`src/rtl/mem_wb_skid_buffer_if.sv`:
```
// rtl/mem_wb_skid_buffer_if.sv - MEM->WB handshake bundle for the skid buffer
//
// Purpose: groups the MEM-side entry handshake, WB-side entry handshake,
//          flush and occupancy of mem_wb_skid_buffer.
// Ports (signals):
//   in_valid / in_ready                        MEM presents / buffer accepts
//   in_write_enable/addr/data                  per-channel payload from MEM
//   flush                                      synchronous discard
//   out_valid / out_ready                      buffer presents / WB consumes
//   out_write_enable/addr/data                 per-channel payload to WB
//   occupancy                                  held entries, 0..2
// Modports: slave = buffer view, master = MEM/WB (driver) view.

interface mem_wb_skid_buffer_if #(
  parameter int unsigned DATA_WIDTH = 32,
  parameter int unsigned ADDR_WIDTH = 5,
  parameter int unsigned CHANNELS   = 2
);
  logic                           in_valid;
  logic                           in_ready;
  logic [CHANNELS-1:0]            in_write_enable;
  logic [CHANNELS*ADDR_WIDTH-1:0] in_write_addr;
  logic [CHANNELS*DATA_WIDTH-1:0] in_write_data;
  logic                           flush;
  logic                           out_valid;
  logic                           out_ready;
  logic [CHANNELS-1:0]            out_write_enable;
  logic [CHANNELS*ADDR_WIDTH-1:0] out_write_addr;
  logic [CHANNELS*DATA_WIDTH-1:0] out_write_data;
  logic [1:0]                     occupancy;

  modport slave (
    input  in_valid, in_write_enable, in_write_addr, in_write_data,
    input  flush, out_ready,
    output in_ready, out_valid, out_write_enable, out_write_addr,
    output out_write_data, occupancy
  );

  modport master (
    output in_valid, in_write_enable, in_write_addr, in_write_data,
    output flush, out_ready,
    input  in_ready, out_valid, out_write_enable, out_write_addr,
    input  out_write_data, occupancy
  );
endinterface

```
`src/rtl/mem_wb_skid_buffer.sv`:
```
// rtl/mem_wb_skid_buffer.sv - MEM->WB pipeline register with 2-entry skid and flush
//
// Purpose: carries CHANNELS register-write channels from MEM to WB with
//          valid/ready flow control; never drops or duplicates an entry.
// Ports:
//   clock  rising-edge clock
//   reset  asynchronous active-low reset
//   bus    mem_wb_skid_buffer_if.slave (handshakes, payloads, flush, occupancy)

module mem_wb_skid_buffer #(
  parameter int unsigned DATA_WIDTH = 32,
  parameter int unsigned ADDR_WIDTH = 5,
  parameter int unsigned CHANNELS   = 2,
  parameter int unsigned NOP_ADDR   = 0
) (
  input  logic                  clock,
  input  logic                  reset,
  mem_wb_skid_buffer_if.slave   bus
);

  localparam int unsigned AW = CHANNELS * ADDR_WIDTH;
  localparam int unsigned DW = CHANNELS * DATA_WIDTH;
  localparam logic [ADDR_WIDTH-1:0] NOP = ADDR_WIDTH'(NOP_ADDR);

  logic                main_valid_q, main_valid_d;
  logic [CHANNELS-1:0] main_en_q,    main_en_d;
  logic [AW-1:0]       main_addr_q,  main_addr_d;
  logic [DW-1:0]       main_data_q,  main_data_d;
  logic                skid_valid_q, skid_valid_d;
  logic [CHANNELS-1:0] skid_en_q,    skid_en_d;
  logic [AW-1:0]       skid_addr_q,  skid_addr_d;
  logic [DW-1:0]       skid_data_q,  skid_data_d;

  logic [AW-1:0]       cap_addr;
  logic [DW-1:0]       cap_data;
  logic                accept;
  logic                drain;

  // in_ready comes straight from the skid flop, so out_ready never reaches it.
  assign bus.in_ready = ~skid_valid_q;
  assign accept       = bus.in_valid & ~skid_valid_q;
  assign drain        = main_valid_q & bus.out_ready;

  // Disabled channels are normalised on capture so the held payload is already
  // in its idle form and the output mux only has to handle !main_valid.
  always_comb begin
    cap_addr = '0;
    cap_data = '0;
    for (int c = 0; c < int'(CHANNELS); c++) begin
      if (bus.in_write_enable[c]) begin
        cap_addr[c*ADDR_WIDTH +: ADDR_WIDTH] = bus.in_write_addr[c*ADDR_WIDTH +: ADDR_WIDTH];
        cap_data[c*DATA_WIDTH +: DATA_WIDTH] = bus.in_write_data[c*DATA_WIDTH +: DATA_WIDTH];
      end else begin
        cap_addr[c*ADDR_WIDTH +: ADDR_WIDTH] = NOP;
      end
    end
  end

  always_comb begin
    main_valid_d = main_valid_q;
    main_en_d    = main_en_q;
    main_addr_d  = main_addr_q;
    main_data_d  = main_data_q;
    skid_valid_d = skid_valid_q;
    skid_en_d    = skid_en_q;
    skid_addr_d  = skid_addr_q;
    skid_data_d  = skid_data_q;

    if (bus.flush) begin
      main_valid_d = 1'b0;
      skid_valid_d = 1'b0;
    end else if (!main_valid_q) begin
      if (accept) begin
        main_valid_d = 1'b1;
        main_en_d    = bus.in_write_enable;
        main_addr_d  = cap_addr;
        main_data_d  = cap_data;
      end
    end else if (drain) begin
      if (skid_valid_q) begin
        // in_ready is low while skid is full, so no accept competes here.
        main_en_d    = skid_en_q;
        main_addr_d  = skid_addr_q;
        main_data_d  = skid_data_q;
        skid_valid_d = 1'b0;
      end else if (accept) begin
        main_en_d    = bus.in_write_enable;
        main_addr_d  = cap_addr;
        main_data_d  = cap_data;
      end else begin
        main_valid_d = 1'b0;
      end
    end else if (accept) begin
      skid_valid_d = 1'b1;
      skid_en_d    = bus.in_write_enable;
      skid_addr_d  = cap_addr;
      skid_data_d  = cap_data;
    end
  end

  always_ff @(posedge clock or negedge reset) begin
    if (!reset) begin
      main_valid_q <= 1'b0;
      main_en_q    <= '0;
      main_addr_q  <= '0;
      main_data_q  <= '0;
      skid_valid_q <= 1'b0;
      skid_en_q    <= '0;
      skid_addr_q  <= '0;
      skid_data_q  <= '0;
    end else begin
      main_valid_q <= main_valid_d;
      main_en_q    <= main_en_d;
      main_addr_q  <= main_addr_d;
      main_data_q  <= main_data_d;
      skid_valid_q <= skid_valid_d;
      skid_en_q    <= skid_en_d;
      skid_addr_q  <= skid_addr_d;
      skid_data_q  <= skid_data_d;
    end
  end

  // Gated purely from flops, so reset forces the idle values without an edge.
  always_comb begin
    bus.out_valid        = main_valid_q;
    bus.out_write_enable = '0;
    bus.out_write_addr   = {CHANNELS{NOP}};
    bus.out_write_data   = '0;
    if (main_valid_q) begin
      bus.out_write_enable = main_en_q;
      bus.out_write_addr   = main_addr_q;
      bus.out_write_data   = main_data_q;
    end
  end

  assign bus.occupancy = {1'b0, main_valid_q} + {1'b0, skid_valid_q};

endmodule

```
`src/flat_wrapper.sv`:
```
// flat-port wrapper written by rule: the top's interface ports become plain ports
module mem_wb_skid_buffer_flat 
#(
  parameter int unsigned DATA_WIDTH = 32,
  parameter int unsigned ADDR_WIDTH = 5,
  parameter int unsigned CHANNELS   = 2,
  parameter int unsigned NOP_ADDR   = 0
)
  (clock, reset, bus_in_valid, bus_in_write_enable, bus_in_write_addr, bus_in_write_data, bus_flush, bus_out_ready, bus_in_ready, bus_out_valid, bus_out_write_enable, bus_out_write_addr, bus_out_write_data, bus_occupancy);
  mem_wb_skid_buffer_if #(.DATA_WIDTH(DATA_WIDTH), .ADDR_WIDTH(ADDR_WIDTH), .CHANNELS(CHANNELS)) bus_i ();
  input  logic clock;
  input  logic reset;
  input wire logic [$bits(bus_i.in_valid)-1:0] bus_in_valid;
  input wire logic [$bits(bus_i.in_write_enable)-1:0] bus_in_write_enable;
  input wire logic [$bits(bus_i.in_write_addr)-1:0] bus_in_write_addr;
  input wire logic [$bits(bus_i.in_write_data)-1:0] bus_in_write_data;
  input wire logic [$bits(bus_i.flush)-1:0] bus_flush;
  input wire logic [$bits(bus_i.out_ready)-1:0] bus_out_ready;
  output wire logic [$bits(bus_i.in_ready)-1:0] bus_in_ready;
  output wire logic [$bits(bus_i.out_valid)-1:0] bus_out_valid;
  output wire logic [$bits(bus_i.out_write_enable)-1:0] bus_out_write_enable;
  output wire logic [$bits(bus_i.out_write_addr)-1:0] bus_out_write_addr;
  output wire logic [$bits(bus_i.out_write_data)-1:0] bus_out_write_data;
  output wire logic [$bits(bus_i.occupancy)-1:0] bus_occupancy;
  assign bus_i.in_valid = bus_in_valid;
  assign bus_i.in_write_enable = bus_in_write_enable;
  assign bus_i.in_write_addr = bus_in_write_addr;
  assign bus_i.in_write_data = bus_in_write_data;
  assign bus_i.flush = bus_flush;
  assign bus_i.out_ready = bus_out_ready;
  assign bus_in_ready = bus_i.in_ready;
  assign bus_out_valid = bus_i.out_valid;
  assign bus_out_write_enable = bus_i.out_write_enable;
  assign bus_out_write_addr = bus_i.out_write_addr;
  assign bus_out_write_data = bus_i.out_write_data;
  assign bus_occupancy = bus_i.occupancy;
  mem_wb_skid_buffer #(.DATA_WIDTH(DATA_WIDTH), .ADDR_WIDTH(ADDR_WIDTH), .CHANNELS(CHANNELS), .NOP_ADDR(NOP_ADDR)) u_core (.clock(clock), .reset(reset), .bus(bus_i));
endmodule
```
`config.mk`:
```
export PLATFORM = sky130hd
export DESIGN_NAME = mem_wb_skid_buffer_flat
export DESIGN_NICKNAME = d
export VERILOG_FILES = /design/src/rtl/mem_wb_skid_buffer_if.sv /design/src/rtl/mem_wb_skid_buffer.sv /design/src/flat_wrapper.sv
export SDC_FILE = /design/constraint.sdc
export NUM_CORES = 1
export LEC_CHECK = 0
export ABC_CLOCK_PERIOD_IN_PS = 3700
export CAP_MARGIN = 5
export CORE_UTILIZATION = 50
export CTS_CLUSTER_SIZE = 20
export DETAILED_ROUTE_END_ITERATION = 7
export PLACE_DENSITY_LB_ADDON = 0.3
export SYNTH_ARGS = -nofsm -noshare
export SYNTH_HDL_FRONTEND = slang
export SYNTH_SLANG_ARGS = --single-unit
export TNS_END_PERCENT = 30
```
`constraint.sdc`:
```
create_clock -name clock -period 3.7 [get_ports clock]
set_input_delay 0.74 -clock clock [delete_from_list [all_inputs] [get_ports clock]]
set_output_delay 0.74 -clock clock [all_outputs]
set_load 0.005 [all_outputs]
```
==> reports/results.txt, run 1 <==
Period minus WS final -> 3.23 ns
outcome -> finished, final reports clean
Layout Nets -> 818
die area -> 15300 sq um
Post-synth ARST share -> 100%
cell area after synthesis -> 7410 sq um
Comb pwr share -> 20.0%
Yosys cell types -> 21
Final ANT Viol Nets -> 0
Max stage delay cell, worst path -> dfrtp_2
worst endpoint required time -> 2.96 ns
Final GP Congestion -> 0.780
CP cell instances -> buf_4, and2_1, clkdlybuf4s50_1
initial antenna violation count -> 1
syn_nets -> 685
Switch Pwr -> 1.25 mW
register area share after synthesis -> 52.0%
Syn Inst Count -> 603
initial core utilization -> 51.2%
Yosys warnings -> 0
actual slew at the worst max-slew pin -> 1.20 ns
Buffers & Inverters on Critical Path -> 2
Clock Skew -> 0.00834 ns
synth top area cells -> dfrtp_1 (52%), and2_1 (13%), mux2_2 (12%)
Worst Path Max Fanout -> 65
drt pass-1 iters -> 4
first-pass GRT wire length -> 27400 um
Ant. Diodes -> 0
H-tree levels -> 4
critical path's top delay family -> flip-flops
vias per cell -> 5.73
setup TNS -> 0 ns
largest family of logic cells by synthesized area -> compound AO/OA/AOI/OAI gates
clock network power share -> 34.3%
f_max -> 309 MHz
Synth Area in Compound Gates -> 19.5%
EDFF count, synth -> 0
Clock Latency Late Sink -> 0.41 ns
largest net degree at the start of global routing -> 90
Lkg Pwr -> 4.09 nW
vias in the first global route -> 5412
CTS buffer count -> 17
Worst Setup End Kind -> primary output
Largest stage delay, worst path -> 1.04 ns
Post CTS Setup Buffer Count -> 0
Slew Viols, Final -> 0
kind of critical path -> reg -> out
Root Driver -> clkbuf_16
sw frac -> 25.6%
simple-gate share of the synthesized area -> 12.9%
post-DP HPWL -> 11000 um
Reg2Reg Setup Slack -> 1.07 ns
Worst setup SP type -> flip-flop
Area Growth Syn to Fin -> 30.4%
Final Cycle Share -> 87.4%
final hold viol count -> 0
Synth Flop Type -> dfrtp_1
vias post-DR -> 5346
P_int -> 3.64 mW
Iter 0 DRT Violations -> 374
Die Ht -> 124 um
endpoints failing setup -> 0
R2R depth -> 3
Seq pwr share -> 45.7%
RSZ-0062 raised after global routing -> no
core area -> 14500 sq um
post-synthesis xor/xnor area fraction -> 0%
Clk pin slew, worst setup/hold paths -> 0.06 ns
DRC Markers -> 0
CTS max path bufs -> 2
Reg-to-Reg Start -> u_core.bus.out_valid
Max Cap Violations -> 0
Synth top cells by count -> dfrtp_1 (154), and2_1 (150), mux2_2 (76), o22ai_1 (76), a2bb2oi_2 (40)
Reg area -> 3850 sq um
CTS Hold Buffers Added -> 0
fill count -> 1068
drt wl/cell -> 18.5 um
IO Pins -> 161
cell row count -> 44
flops & latches, synth -> 154
synthesized area per cell -> 12.3 sq um
DRT Wirelength -> 17300 um
cts repair resizes -> 0
FF-to-FF End -> u_core.skid_data_q[33]
Synth area leader -> dfrtp_1
Max IR drop VDD -> 0.336 mV
Sink Count -> 154
grt total ovfl -> 0
post-synthesis mux area share -> 11.5%
Total GRT Usage -> 23.3%
most frequent cell after synthesis -> dfrtp_1
Synth top area share -> 52.0%
CTS tree -> yes
WP data arrival -> 2.49 ns
share of cells above drive strength 1 -> 22.2%
normalized max-slew margin -> 19.6%
Power Density -> 506 nW/um^2
Die W -> 124 um
Util after Layout -> 66.8%
Final Power -> 4.89 mW
Adder-Cell Fraction of Synth Area -> 0.169%
Buffers on Ports -> 160
area of the multi-input gates -> 3300 sq um
Hold WC Path Type -> in -> async
worst max path at each step:
stage / startpoint / depth (start not counted) / slack, ns / end
global route: u_core.bus.out_valid / 3 / 0.31 / bus_out_write_data[6]
finish: u_core.bus.out_valid / 3 / 0.47 / bus_out_write_data[11]
floorplan: u_core.bus.out_valid / 4 / 1.79 / bus_out_write_data[53]
CTS: u_core.bus.out_valid / 3 / 0.44 / bus_out_write_data[11]
global placement: bus_flush / 5 / 0.66 / u_core.skid_data_q[47]
detailed placement: bus_flush / 5 / 0.65 / u_core.skid_data_q[27]
per-layer routing:
| layer | global-route usage [%] | up-vias | share of wire [%] |
|---|---|---|---|
| li1 | - | 2463 | - |
| met1 | 31.9 | 2684 | 45 |
| met2 | 36.9 | 182 | 48 |
| met3 | 4.90 | 15 | 5.9 |
| met4 | 7.98 | 2 | 1.2 |
| met5 | 0 | - | 0.075 |
state kept, by name (all words and copies together) (netlist names):
| signal | count |
|---|---|
| u_core.bus.out_valid | 1 |
| u_core.skid_valid_q | 1 |
| u_core.skid_data_q | 64 |
| u_core.main_en_q | 2 |
| u_core.main_data_q | 64 |
| u_core.main_addr_q | 10 |
| u_core.skid_addr_q | 10 |
| u_core.skid_en_q | 2 |
power by group through the flow:
stage / registers, mW / logic [mW] / clock network (mW)
after detailed placement: 2.25 / 0.986 / 0
after CTS: 2.23 / 0.993 / 1.70
after global placement: 2.24 / 0.948 / 0
final: 2.24 / 0.980 / 1.68
after floorplan: 2.18 / 0.631 / 0
after global routing: 2.27 / 1.06 / 1.77
cells by family (layout without fill, tap and decap cells):
| group | after synthesis | in the layout |
|---|---|---|
| AOI/OAI and AO/OA | 158 | 158 |
| adders and majority gates | 1 | 1 |
| buffers and inverters | 60 | 206 |
| DFF | 154 | 154 |
| muxes | 76 | 76 |
| and+or+nand+nor | 154 | 154 |
placed cells by master (no fill, tap or decap), types with 2 or more instances in the layout:
cell and n:
buf_4 12, a2bb2oi_2 40, dfrtp_1 153, clkinvlp_4 5, and2_1 150, clkdlybuf4s50_1 159
a21oi_1 2, o22ai_1 76, inv_1 2, mux2_2 76, inv_6 4, clkbuf_8 3
a2bb2oi_1 36, clkbuf_16 17
stage by stage:
stage | setup slack, ns | cell area (sq um) | cells | hold slack, ns
2_1_floorplan | 1.79 | 7410 | 603 | 0.444
3_3_place_gp | 0.664 | 9090 | 901 | 0.488
3_5_place_dp | 0.650 | 9090 | 901 | 0.494
4_1_cts | 0.435 | 9670 | 933 | 0.421
5_1_grt | 0.306 | 9670 | 933 | 0.456
6_report | 0.466 | 9670 | 933 | 0.391
area by class of cell:
type / count / share of cell area [%]
flip-flops and latches: 154 / 39.9
multi-input cells: 389 / 34.1
repair buffers: 172 / 17.5
clock buffers: 21 / 4.87
well taps: 184 / 2.38
clock inverters: 11 / 1.15
inverters: 2 / 0.0776
Note: power is estimated with default switching activity, not from simulation.
==> inputs of run 2 (changes only) <==
- PLACE_DENSITY: not set -> 0.88
- PLACE_DENSITY_LB_ADDON: 0.3 -> not set
==> run 2 against run 1 <==
Against the previous run:
- via count is 0.22% lower
- sequential power barely moved
- flip-flop and latch count unchanged
- clock power barely moved
- die area unchanged
- register-to-register slack about the same
- non-clock buffer count decreased by 5
- core utilization down 0.16 points
- worst hold slack got worse by 0.031 ns
- highest routed layer is now met4
==> reports/results.txt, run 2 (synthesized netlist as in run 1, its figures left out) <==
Power Density -> 506 nW/um^2
area of the multi-input gates -> 3300 sq um
most common cell after layout, fill and taps aside -> clkdlybuf4s50_1
outcome -> finished, final reports clean
vias in the first global route -> 5620
first-pass GRT wire length -> 28000 um
post-DP HPWL -> 10300 um
Clock Latency Late Sink -> 0.41 ns
Placed Cells -> 896
Die Ht -> 124 um
Buffers on Ports -> 160
CTS Hold Buffers Added -> 0
Worst Path Max Fanout -> 79
CTS buffer count -> 17
Layout Nets -> 813
initial antenna violation count -> 0
WP data arrival -> 2.35 ns
Iter 0 DRT Violations -> 255
normalized max-slew margin -> 15.1%
worst endpoint required time -> 2.96 ns
Die W -> 124 um
share of cells above drive strength 1 -> 21.3%
Final GP Congestion -> 0.833
Ant. Diodes -> 0
Worst setup SP type -> flip-flop
f_max -> 324 MHz
most frequent cells in the layout -> clkdlybuf4s50_1 (159), dfrtp_1 (153), and2_1 (150)
kind of critical path -> reg -> out
Post-Layout Cell Count -> 927
Lkg Pwr -> 4.07 nW
Period minus WS final -> 3.09 ns
top flop regs -> u_core.main_data_q (64), u_core.skid_data_q (64)
Reg area -> 3850 sq um
die area -> 15300 sq um
DRC Markers -> 0
core area -> 14500 sq um
Root Driver -> clkbuf_16
Worst Setup End Kind -> primary output
Final ANT Viol Nets -> 0
Area Growth Syn to Fin -> 30.1%
setup TNS -> 0 ns
Slew Viols, Final -> 0
H-tree levels -> 4
RSZ-0062 raised after global routing -> no
IO Pins -> 161
Final Cycle Share -> 83.5%
Post CTS Setup Buffer Count -> 0
vias post-DR -> 5334
vias per cell -> 5.75
drt pass-1 iters -> 7
Sink Count -> 154
endpoints failing setup -> 0
largest net degree at the start of global routing -> 83
initial core utilization -> 51.2%
final hold viol count -> 0
CTS tree -> yes
Max Cap Violations -> 0
CTS max path bufs -> 2
Max IR drop VDD -> 0.319 mV
drt wl/cell -> 18.7 um
Hold WS -> 0.360 ns
cts repair resizes -> 0
actual slew at the worst max-slew pin -> 1.27 ns
DRT Wirelength -> 17400 um
Hold WC Path Type -> in -> async
Total GRT Usage -> 23.9%
Clock Skew -> 0.00817 ns
grt total ovfl -> 0
fill count -> 1040
Clk pin slew, worst setup/hold paths -> 0.06 ns
cell row count -> 44
## run 2: cell types whose count changed in the layout (fill, tap and decap cells not counted)
| cell | change |
|---|---|
| buf_12 | +3 |
| buf_4 | -8 |
| bufinv_16 | +1 |
| clkbuf_1 | +2 |
| clkbuf_8 | -3 |
| clkinv_2 | +3 |
| clkinvlp_4 | -1 |
| inv_6 | -3 |
## run 2: area by class of cell
| class | count | share of cell area [%] |
|---|---|---|
| clock buffers | 20 | 4.53 |
| clock inverters | 11 | 1.27 |
| inverters | 2 | 0.0778 |
| multi-input cells | 389 | 34.2 |
| flip-flops and latches | 154 | 40.0 |
| well taps | 184 | 2.39 |
| repair buffers | 167 | 17.6 |
## run 2: worst max-delay path: stages (launching register included)
cell and delay (ns):
dfrtp_2 1.11, ha_1 0.38, clkdlybuf4s50_1 0.44
## run 2: per-stage QoR
| step | area [sq um] | util [%] | setup WS, ns | power [mW] |
|---|---|---|---|---|
| 2_1_floorplan | 7410 | - | 1.79 | 2.81 |
| 3_3_place_gp | 9090 | 62.8 | 0.769 | 3.17 |
| 3_5_place_dp | 9090 | 62.8 | 0.722 | 3.24 |
| 4_1_cts | 9650 | 66.6 | 0.561 | 4.91 |
| 5_1_grt | 9650 | 66.6 | 0.408 | 5.10 |
| 6_report | 9650 | 66.6 | 0.610 | 4.88 |
## run 2: path summary, 6_finish.rpt
| check | from | to | slack [ns] | cells past startpoint |
|---|---|---|---|---|
| min in group clock | u_core.skid_data_q[59] | u_core.skid_data_q[59] | 0.51 | 1 |
| max in group asynchronous | reset | u_core.skid_data_q[15] | 2.45 | 2 |
| min | reset | u_core.main_data_q[44] | 0.36 | 1 |
| max reg2reg | u_core.bus.out_valid | u_core.main_data_q[21] | 1.06 | 5 |
| min reg2reg | u_core.skid_data_q[59] | u_core.skid_data_q[59] | 0.51 | 1 |
| max | u_core.bus.out_valid | bus_occupancy[0] | 0.61 | 2 |
## run 2: where the power goes
part	switching (mW)	total (mW)	internal, mW
clock network	0.667	1.65	0.988
logic	0.352	0.986	0.633
registers	0.217	2.24	2.02
## run 2: layer usage
metal  track usage [%]  wire length, um
met1              31.3             7580
met2              39.5             8550
met3              5.77             1060
met4              6.63              163
met5                 0                0
